<file path="src/rtl/trap_ctrl_pkg.sv">
// trap_ctrl_pkg: shared constants and types for the machine-mode trap sequencer.
//   - CSR addresses written or read by the trap sequence
//   - mcause codes for ECALL, EBREAK and the machine timer interrupt
//   - SYSTEM instruction encodings recognised in ID
//   - mstatus bit positions and the sequencer state encoding
package trap_ctrl_pkg;

   localparam logic [11:0] CsrMstatus = 12'h300;
   localparam logic [11:0] CsrMtvec   = 12'h305;
   localparam logic [11:0] CsrMepc    = 12'h341;
   localparam logic [11:0] CsrMcause  = 12'h342;

   localparam logic [31:0] CauseEcall  = 32'h0000_000B;
   localparam logic [31:0] CauseEbreak = 32'h0000_0003;
   localparam logic [31:0] CauseTimer  = 32'h8000_0007;

   localparam logic [31:0] InstEcall  = 32'h0000_0073;
   localparam logic [31:0] InstEbreak = 32'h0010_0073;
   localparam logic [31:0] InstMret   = 32'h3020_0073;

   localparam int unsigned MieBit  = 3;
   localparam int unsigned MpieBit = 7;

   typedef enum logic [2:0] {
      StIdle    = 3'd0,
      StMepc    = 3'd1,
      StMcause  = 3'd2,
      StMstatus = 3'd3,
      StMret    = 3'd4,
      StJump    = 3'd5
   } trap_state_e;

endpackage

</file>
<file path="src/rtl/trap_ctrl_decode.sv">
// trap_ctrl_decode: combinational trap event detection with fixed priority
// sync (ECALL/EBREAK) > mret > async (enabled timer interrupt).
// Ports:
//   en_i           - detection enable (IDLE, no stall, not in reset)
//   inst_i         - instruction in ID
//   irq_timer_i    - level-sensitive timer interrupt
//   mie_i          - mstatus.MIE
//   event_sync_o   - ECALL or EBREAK detected
//   event_mret_o   - MRET detected
//   event_async_o  - timer interrupt taken
//   cause_o        - mcause value for sync/async events (0 otherwise)
module trap_ctrl_decode
   import trap_ctrl_pkg::*;
#(
   parameter int unsigned DATA_WIDTH = 32
) (
   input  logic                  en_i,
   input  logic [DATA_WIDTH-1:0] inst_i,
   input  logic                  irq_timer_i,
   input  logic                  mie_i,
   output logic                  event_sync_o,
   output logic                  event_mret_o,
   output logic                  event_async_o,
   output logic [DATA_WIDTH-1:0] cause_o
);

   logic is_ecall, is_ebreak, is_mret;

   always_comb begin
      is_ecall      = (inst_i == DATA_WIDTH'(InstEcall));
      is_ebreak     = (inst_i == DATA_WIDTH'(InstEbreak));
      is_mret       = (inst_i == DATA_WIDTH'(InstMret));
      event_sync_o  = en_i & (is_ecall | is_ebreak);
      event_mret_o  = en_i & is_mret & ~event_sync_o;
      event_async_o = en_i & irq_timer_i & mie_i & ~is_ecall & ~is_ebreak & ~is_mret;
      cause_o       = '0;
      if (event_sync_o) begin
         cause_o = is_ecall ? DATA_WIDTH'(CauseEcall) : DATA_WIDTH'(CauseEbreak);
      end else if (event_async_o) begin
         cause_o = DATA_WIDTH'(CauseTimer);
      end
   end

endmodule

</file>
<file path="src/rtl/trap_ctrl.sv">
// trap_ctrl: machine-mode trap sequencer beside the ID stage.
// On ECALL/EBREAK/enabled timer IRQ it holds the pipeline, writes mepc, mcause and
// mstatus (one per cycle), then redirects fetch to mtvec. On MRET it restores
// mstatus and redirects fetch to mepc.
// Ports:
//   clk_i, rst_n_i              - clock, asynchronous active-low reset
//   inst_i, inst_addr_i         - instruction in ID and its address
//   stallreq_i                  - load-hazard stall from ID (suppresses detection)
//   jump_flag_i, jump_addr_i    - EX redirect, used as epc for interrupts
//   irq_timer_i                 - timer interrupt level
//   csr_mtvec_i/mepc_i/mstatus_i- current CSR values
//   csr_we_o/waddr_o/wdata_o    - CSR file write port
//   hold_o                      - pipeline freeze
//   int_assert_o, int_addr_o    - one-cycle fetch redirect and target
module trap_ctrl
   import trap_ctrl_pkg::*;
#(
   parameter int unsigned ADDR_WIDTH = 32,
   parameter int unsigned DATA_WIDTH = 32
) (
   input  logic                  clk_i,
   input  logic                  rst_n_i,
   input  logic [DATA_WIDTH-1:0] inst_i,
   input  logic [ADDR_WIDTH-1:0] inst_addr_i,
   input  logic                  stallreq_i,
   input  logic                  jump_flag_i,
   input  logic [ADDR_WIDTH-1:0] jump_addr_i,
   input  logic                  irq_timer_i,
   input  logic [DATA_WIDTH-1:0] csr_mtvec_i,
   input  logic [DATA_WIDTH-1:0] csr_mepc_i,
   input  logic [DATA_WIDTH-1:0] csr_mstatus_i,
   output logic                  csr_we_o,
   output logic [11:0]           csr_waddr_o,
   output logic [DATA_WIDTH-1:0] csr_wdata_o,
   output logic                  hold_o,
   output logic                  int_assert_o,
   output logic [ADDR_WIDTH-1:0] int_addr_o
);

   trap_state_e           state_q;
   logic [DATA_WIDTH-1:0] cause_q;
   logic [ADDR_WIDTH-1:0] epc_q;
   logic [DATA_WIDTH-1:0] target_q;
   logic                  csr_we_q;
   logic [11:0]           csr_waddr_q;
   logic [DATA_WIDTH-1:0] csr_wdata_q;
   logic                  int_assert_q;
   logic [ADDR_WIDTH-1:0] int_addr_q;

   logic                  detect_en;
   logic                  event_sync, event_mret, event_async;
   logic [DATA_WIDTH-1:0] event_cause;
   logic [ADDR_WIDTH-1:0] trap_epc;
   logic [DATA_WIDTH-1:0] trap_mstatus, mret_mstatus;

   // rst_n_i gates detection so hold_o also reads 0 while reset is asserted.
   assign detect_en = (state_q == StIdle) & ~stallreq_i & rst_n_i;

   trap_ctrl_decode #(
      .DATA_WIDTH (DATA_WIDTH)
   ) u_decode (
      .en_i          (detect_en),
      .inst_i        (inst_i),
      .irq_timer_i   (irq_timer_i),
      .mie_i         (csr_mstatus_i[MieBit]),
      .event_sync_o  (event_sync),
      .event_mret_o  (event_mret),
      .event_async_o (event_async),
      .cause_o       (event_cause)
   );

   always_comb begin
      // An interrupt resumes at the instruction EX is jumping to, if any.
      trap_epc = (event_async && jump_flag_i) ? jump_addr_i : inst_addr_i;
      trap_mstatus          = csr_mstatus_i;
      trap_mstatus[MpieBit] = csr_mstatus_i[MieBit];
      trap_mstatus[MieBit]  = 1'b0;
      mret_mstatus          = csr_mstatus_i;
      mret_mstatus[MieBit]  = csr_mstatus_i[MpieBit];
      mret_mstatus[MpieBit] = 1'b1;
   end

   // Outputs are registered with the state they belong to: each transition loads
   // the write/redirect values that the entered state presents.
   always_ff @(posedge clk_i or negedge rst_n_i) begin
      if (!rst_n_i) begin
         state_q      <= StIdle;
         cause_q      <= '0;
         epc_q        <= '0;
         target_q     <= '0;
         csr_we_q     <= 1'b0;
         csr_waddr_q  <= '0;
         csr_wdata_q  <= '0;
         int_assert_q <= 1'b0;
         int_addr_q   <= '0;
      end else begin
         csr_we_q     <= 1'b0;
         csr_waddr_q  <= '0;
         csr_wdata_q  <= '0;
         int_assert_q <= 1'b0;
         int_addr_q   <= '0;
         unique case (state_q)
            StIdle: begin
               if (event_sync || event_async) begin
                  cause_q     <= event_cause;
                  epc_q       <= trap_epc;
                  target_q    <= csr_mtvec_i;
                  state_q     <= StMepc;
                  csr_we_q    <= 1'b1;
                  csr_waddr_q <= CsrMepc;
                  csr_wdata_q <= DATA_WIDTH'(trap_epc);
               end else if (event_mret) begin
                  state_q     <= StMret;
                  csr_we_q    <= 1'b1;
                  csr_waddr_q <= CsrMstatus;
                  csr_wdata_q <= mret_mstatus;
               end
            end
            StMepc: begin
               state_q     <= StMcause;
               csr_we_q    <= 1'b1;
               csr_waddr_q <= CsrMcause;
               csr_wdata_q <= cause_q;
            end
            StMcause: begin
               state_q     <= StMstatus;
               csr_we_q    <= 1'b1;
               csr_waddr_q <= CsrMstatus;
               csr_wdata_q <= trap_mstatus;
            end
            StMstatus: begin
               state_q      <= StJump;
               int_assert_q <= 1'b1;
               int_addr_q   <= ADDR_WIDTH'(target_q);
            end
            StMret: begin
               // mepc is sampled while mstatus is being written; no forwarding assumed.
               target_q     <= csr_mepc_i;
               state_q      <= StJump;
               int_assert_q <= 1'b1;
               int_addr_q   <= ADDR_WIDTH'(csr_mepc_i);
            end
            StJump: begin
               state_q <= StIdle;
            end
            default: begin
               state_q <= StIdle;
            end
         endcase
      end
   end

   assign hold_o       = (state_q != StIdle) | event_sync | event_mret | event_async;
   assign csr_we_o     = csr_we_q;
   assign csr_waddr_o  = csr_waddr_q;
   assign csr_wdata_o  = csr_wdata_q;
   assign int_assert_o = int_assert_q;
   assign int_addr_o   = int_addr_q;

   // Only read as part of the CSR address map; mtvec arrives on its own port.
   logic [11:0] unused_mtvec_addr;
   assign unused_mtvec_addr = CsrMtvec;

endmodule

</file>
<file path="config.mk">
export PLATFORM = sky130hd
export DESIGN_NAME = trap_ctrl
export DESIGN_NICKNAME = d
export VERILOG_FILES = /design/src/rtl/trap_ctrl_pkg.sv /design/src/rtl/trap_ctrl_decode.sv /design/src/rtl/trap_ctrl.sv
export SDC_FILE = /design/constraint.sdc
export NUM_CORES = 1
export LEC_CHECK = 0
export BUFFER_PORTS_ARGS = -buffer_cell sky130_fd_sc_hd__buf_2
export CAP_MARGIN = 20
export CORE_ASPECT_RATIO = 0.8
export CORE_UTILIZATION = 45
export CTS_BUF_LIST = sky130_fd_sc_hd__clkbuf_4
export DETAILED_ROUTE_END_ITERATION = 16
export GPL_TIMING_DRIVEN = 0
export PLACE_DENSITY = 0.8
export SLEW_MARGIN = 20
export SYNTH_ARGS = -nofsm -noshare
export SYNTH_HDL_FRONTEND = slang
export SYNTH_SLANG_ARGS = --single-unit
</file>
<file path="constraint.sdc">
create_clock -name clk_i -period 2.35 [get_ports clk_i]
set_input_delay 0.1175 -clock clk_i [delete_from_list [all_inputs] [get_ports clk_i]]
set_output_delay 0.1175 -clock clk_i [all_outputs]
set_load 0.02 [all_outputs]
</file>
==> impl_metrics.csv <==
group,metric,value,unit
status,run_status,"finished, violations left",
status,violations,"negative setup slack",
pwr,vdd_drop_max,0.000429,V
floorplan,die_area,0.0109,mm²
timing,worst_slack,-0.107,ns
synthesis,synthFlopType,"dfrtp_1",
drt,wl,21300,µm
timing,slew_headroom,42.8,%
cells_and_area,final_area,0.00824,mm²
min_path,min_from,"inst_addr_i[7]",
clocking,cts_num_sinks,107,
clocking,insertion_delay,0.47,ns
floorplan,die_y,93.8,µm
clocking,clk_pin_slew,0.19,ns
timing,hold_violations,0,
cells_and_area,drive_above_1_share,38.3,%
timing,max_freq,407,MHz
placed_design,gp_congestion,0.869,
global_routing,grt_pass1_wl,30600,µm
drt,drc_errors,0,
global_routing,grt_max_degree,80,
synthesis,netlist_area,0.00474,mm²
clocking,clockRootBuffer,"clkbuf_4",
critical_path,slowest_delay,0.44,ns
timing,fin_skew,0.0178,ns
critical_path,cp_common_cell,"buf_6",
timing,tightestPinTransition,0.852,ns
floorplan,rows,33,
critical_path,crit_path_end_kind,"register",
clocking,ctsHtreeMaxLevel,3,
critical_path,path_cells,"or3_4, or3_1, a31o_4, buf_6, buf_6, mux2i_2, o2bb2ai_2",
drt,drt-pass1-iter-count,5,
synthesis,synthArstFlopShare,100,%
drt,routedWlPerCell,20.3,µm
synthesis,synth_edf_count,0,
synthesis,syn_avg_cell_area,10.6,µm²
pwr,p_per_area,817,mW/mm²
critical_path,regToRegSetupSlack,-0.11,ns
placed_design,io_buffers,268,
synthesis,ys_ff_latch,107,
drt,drtAntennaViolNets,0,
global_routing,grt_pass1_vias,6040,
floorplan,boundaryPins,276,
critical_path,critical-path-top-delay-family,"simple AND/OR/NAND/NOR gates",
synthesis,ys_warn_count,0,
synthesis,synth_seq_area_share,56.5,%
drt,drt-initial-drc-count,663,
placed_design,postPlaceCellArea,0.00631,mm²
floorplan,start_util,46.3,%
cells_and_area,nNetsFinal,1099,
synthesis,yosysUniqueCellTypes,41,
synthesis,syn_inst,448,
timing,setup_viol,1,
clocking,tritoncts,"built",
critical_path,path_buf_inv,2,
critical_path,rr_endpoint,"csr_wdata_o[4]",
global_routing,antenna_found_initial,2,
min_path,hold_path_depth,3,
min_path,hold_path_end,"csr_wdata_o[7]",
timing,fin_crit,2.46,ns
critical_path,required,2.73,ns
global_routing,grt_overflow_total,0,
critical_path,crit_path_start_kind,"register",
cells_and_area,syn2layout_area_growth,74.0,%
critical_path,cp.arrival,2.83,ns
critical_path,slowest_stage,"or3_4",
critical_path,criticalPathCategory,"reg2reg",
drt,vias,5937,
timing,setup_tns,-0.107,ns
pwr,finalPower,6.74,mW
clocking,cts_buffer_depth,2,
cells_and_area,layout_commonest_cell,"buf_2",
timing,fin_crit_sh,105,%
floorplan,core,0.0102,mm²
critical_path,rr_startpoint,"state_q[1]",
placed_design,hpwlAfterDp,11100,µm
min_path,min-delay-path-class,"in2reg",
timing,drv_slew,0,
pwr,leakagePower,4.41,nW
critical_path,reg2reg_depth,7,
flow_run,max-cap-violations,0,
floorplan,dieWidth,117,µm
drt,vias_per_cell,5.65,
cells_and_area,final_cell_mix,"272 x buf_2, 157 x dlygate4sd3_1, 107 x dfrtp_1",
clocking,numCtsBuffers,9,
global_routing,grt_usage,38.1,%
critical_path,path_max_fanout,10,
==> where the power goes <==
group	total [mW]	internal, mW	switching [mW]
sequential	2.81	2.49	0.320
clock	0.928	0.248	0.680
combinational	3.00	1.22	1.78
==> final cells by class <==
type                    count  area, µm²
multi-input cells         303       1960
repair buffers            439       3050
plain buffers              38        216
flip-flops and latches    107       2680
inverters                   4       15.0
clock inverters             7       73.8
fillers                   595       2000
diodes                      3       7.51
clock buffers               9       67.6
well taps                 140        175
==> worst register-to-register path, delay by kind of cell, from the launching register on <==
kind                   cells  cell delay [ns]
multiplexers               1             0.36
AO/OA/AOI/OAI              2             0.38
flip-flops                 1             0.42
AND/OR/NAND/NOR            2             0.85
buffers and inverters      2             0.37
==> cells in the mapped netlist (all sizes together) (4+ instances only) <==
| master | instances | area, µm² |
|---|---|---|
| or3 | 4 | 30.0 |
| nand3 | 16 | 80.1 |
| dfrtp | 107 | 2680 |
| a31oi | 12 | 75.1 |
| buf | 19 | 120 |
| o211ai | 22 | 165 |
| a22o | 12 | 105 |
| a221o | 4 | 40.0 |
| o2bb2ai | 27 | 236 |
| mux2i | 28 | 280 |
| o21ai | 33 | 165 |
| nand2 | 86 | 323 |
| mux2 | 4 | 45.0 |
| inv | 4 | 15.0 |
| nor2 | 20 | 82.6 |
| clkbuf | 21 | 78.8 |
==> layer usage <==
| layer | vias up | GRT usage [%] | part of all wire [%] | routed length [µm] |
|---|---|---|---|---|
| li1 | 2507 | - | - | - |
| met1 | 2799 | 41.0 | 34 | 7220 |
| met2 | 505 | 62.5 | 50 | 10600 |
| met3 | 126 | 14.8 | 11 | 2390 |
| met4 | 0 | 24.5 | 5.4 | 1140 |
| met5 | - | 1.54 | 0 | 0 |
==> logic make-up (layout without fill, tap and decap cells) <==
kind of cell           after synthesis  in the layout  share of synthesized area (%)
AOI/OAI and AO/OA                  114            114                           17.4
other                                1             10                         0.0791
buffers and inverters               44            497                           4.52
muxes                               32             32                           6.87
and+or+nand+nor                    150            150                           14.6
DFF                                107            107                           56.5
==> worst max-delay path by stage <==
stage | startpoint | endpoint | slack (ns) | cells past startpoint
finish | state_q[1] | csr_wdata_o[4] | -0.11 | 7
global route | state_q[1] | csr_wdata_o[4] | -0.11 | 7
CTS | state_q[2] | csr_wdata_o[27] | 0.02 | 7
detailed placement | state_q[2] | target_q[0] | -0.28 | 7
global placement | rst_n_i | target_q[0] | -1.69 | 8
floorplan | inst_i[17] | csr_waddr_o[8] | 0.16 | 5
==> sequential cells by signal (all words and copies together), names as in the netlist <==
signal	count
csr_wdata_o	32
int_addr_o	32
target_q	32
csr_waddr_o	4
cause_q	3
state_q	3
int_assert_o	1
==> metrics by stage <==
| step | worst slack [ns] | utilization, % | cells | hold WS [ns] |
|---|---|---|---|---|
| 2_1_floorplan | 0.162 | - | 454 | -0.178 |
| 3_3_place_gp | -1.69 | 61.3 | 862 | 0.326 |
| 3_5_place_dp | -0.276 | 61.6 | 863 | 0.0143 |
| 4_1_cts | 0.0218 | 79.1 | 1041 | 0.00133 |
| 5_1_grt | -0.113 | 80.5 | 1049 | 0.0325 |
| 6_report | -0.107 | 80.5 | 1050 | 0.0355 |
==> repair_timing <==
| item | 4_1_cts | 5_1_grt |
|---|---|---|
| pin swaps | 3 | 3 |
| gates resized for setup | 10 | 30 |
| setup endpoints to repair | 63 | 47 |
| buffers inserted | 8 | 5 |
| hold buffers | 156 | 1 |
| hold endpoints to repair | 204 | 1 |
No activity file was read; power rests on OpenSTA's default activity.
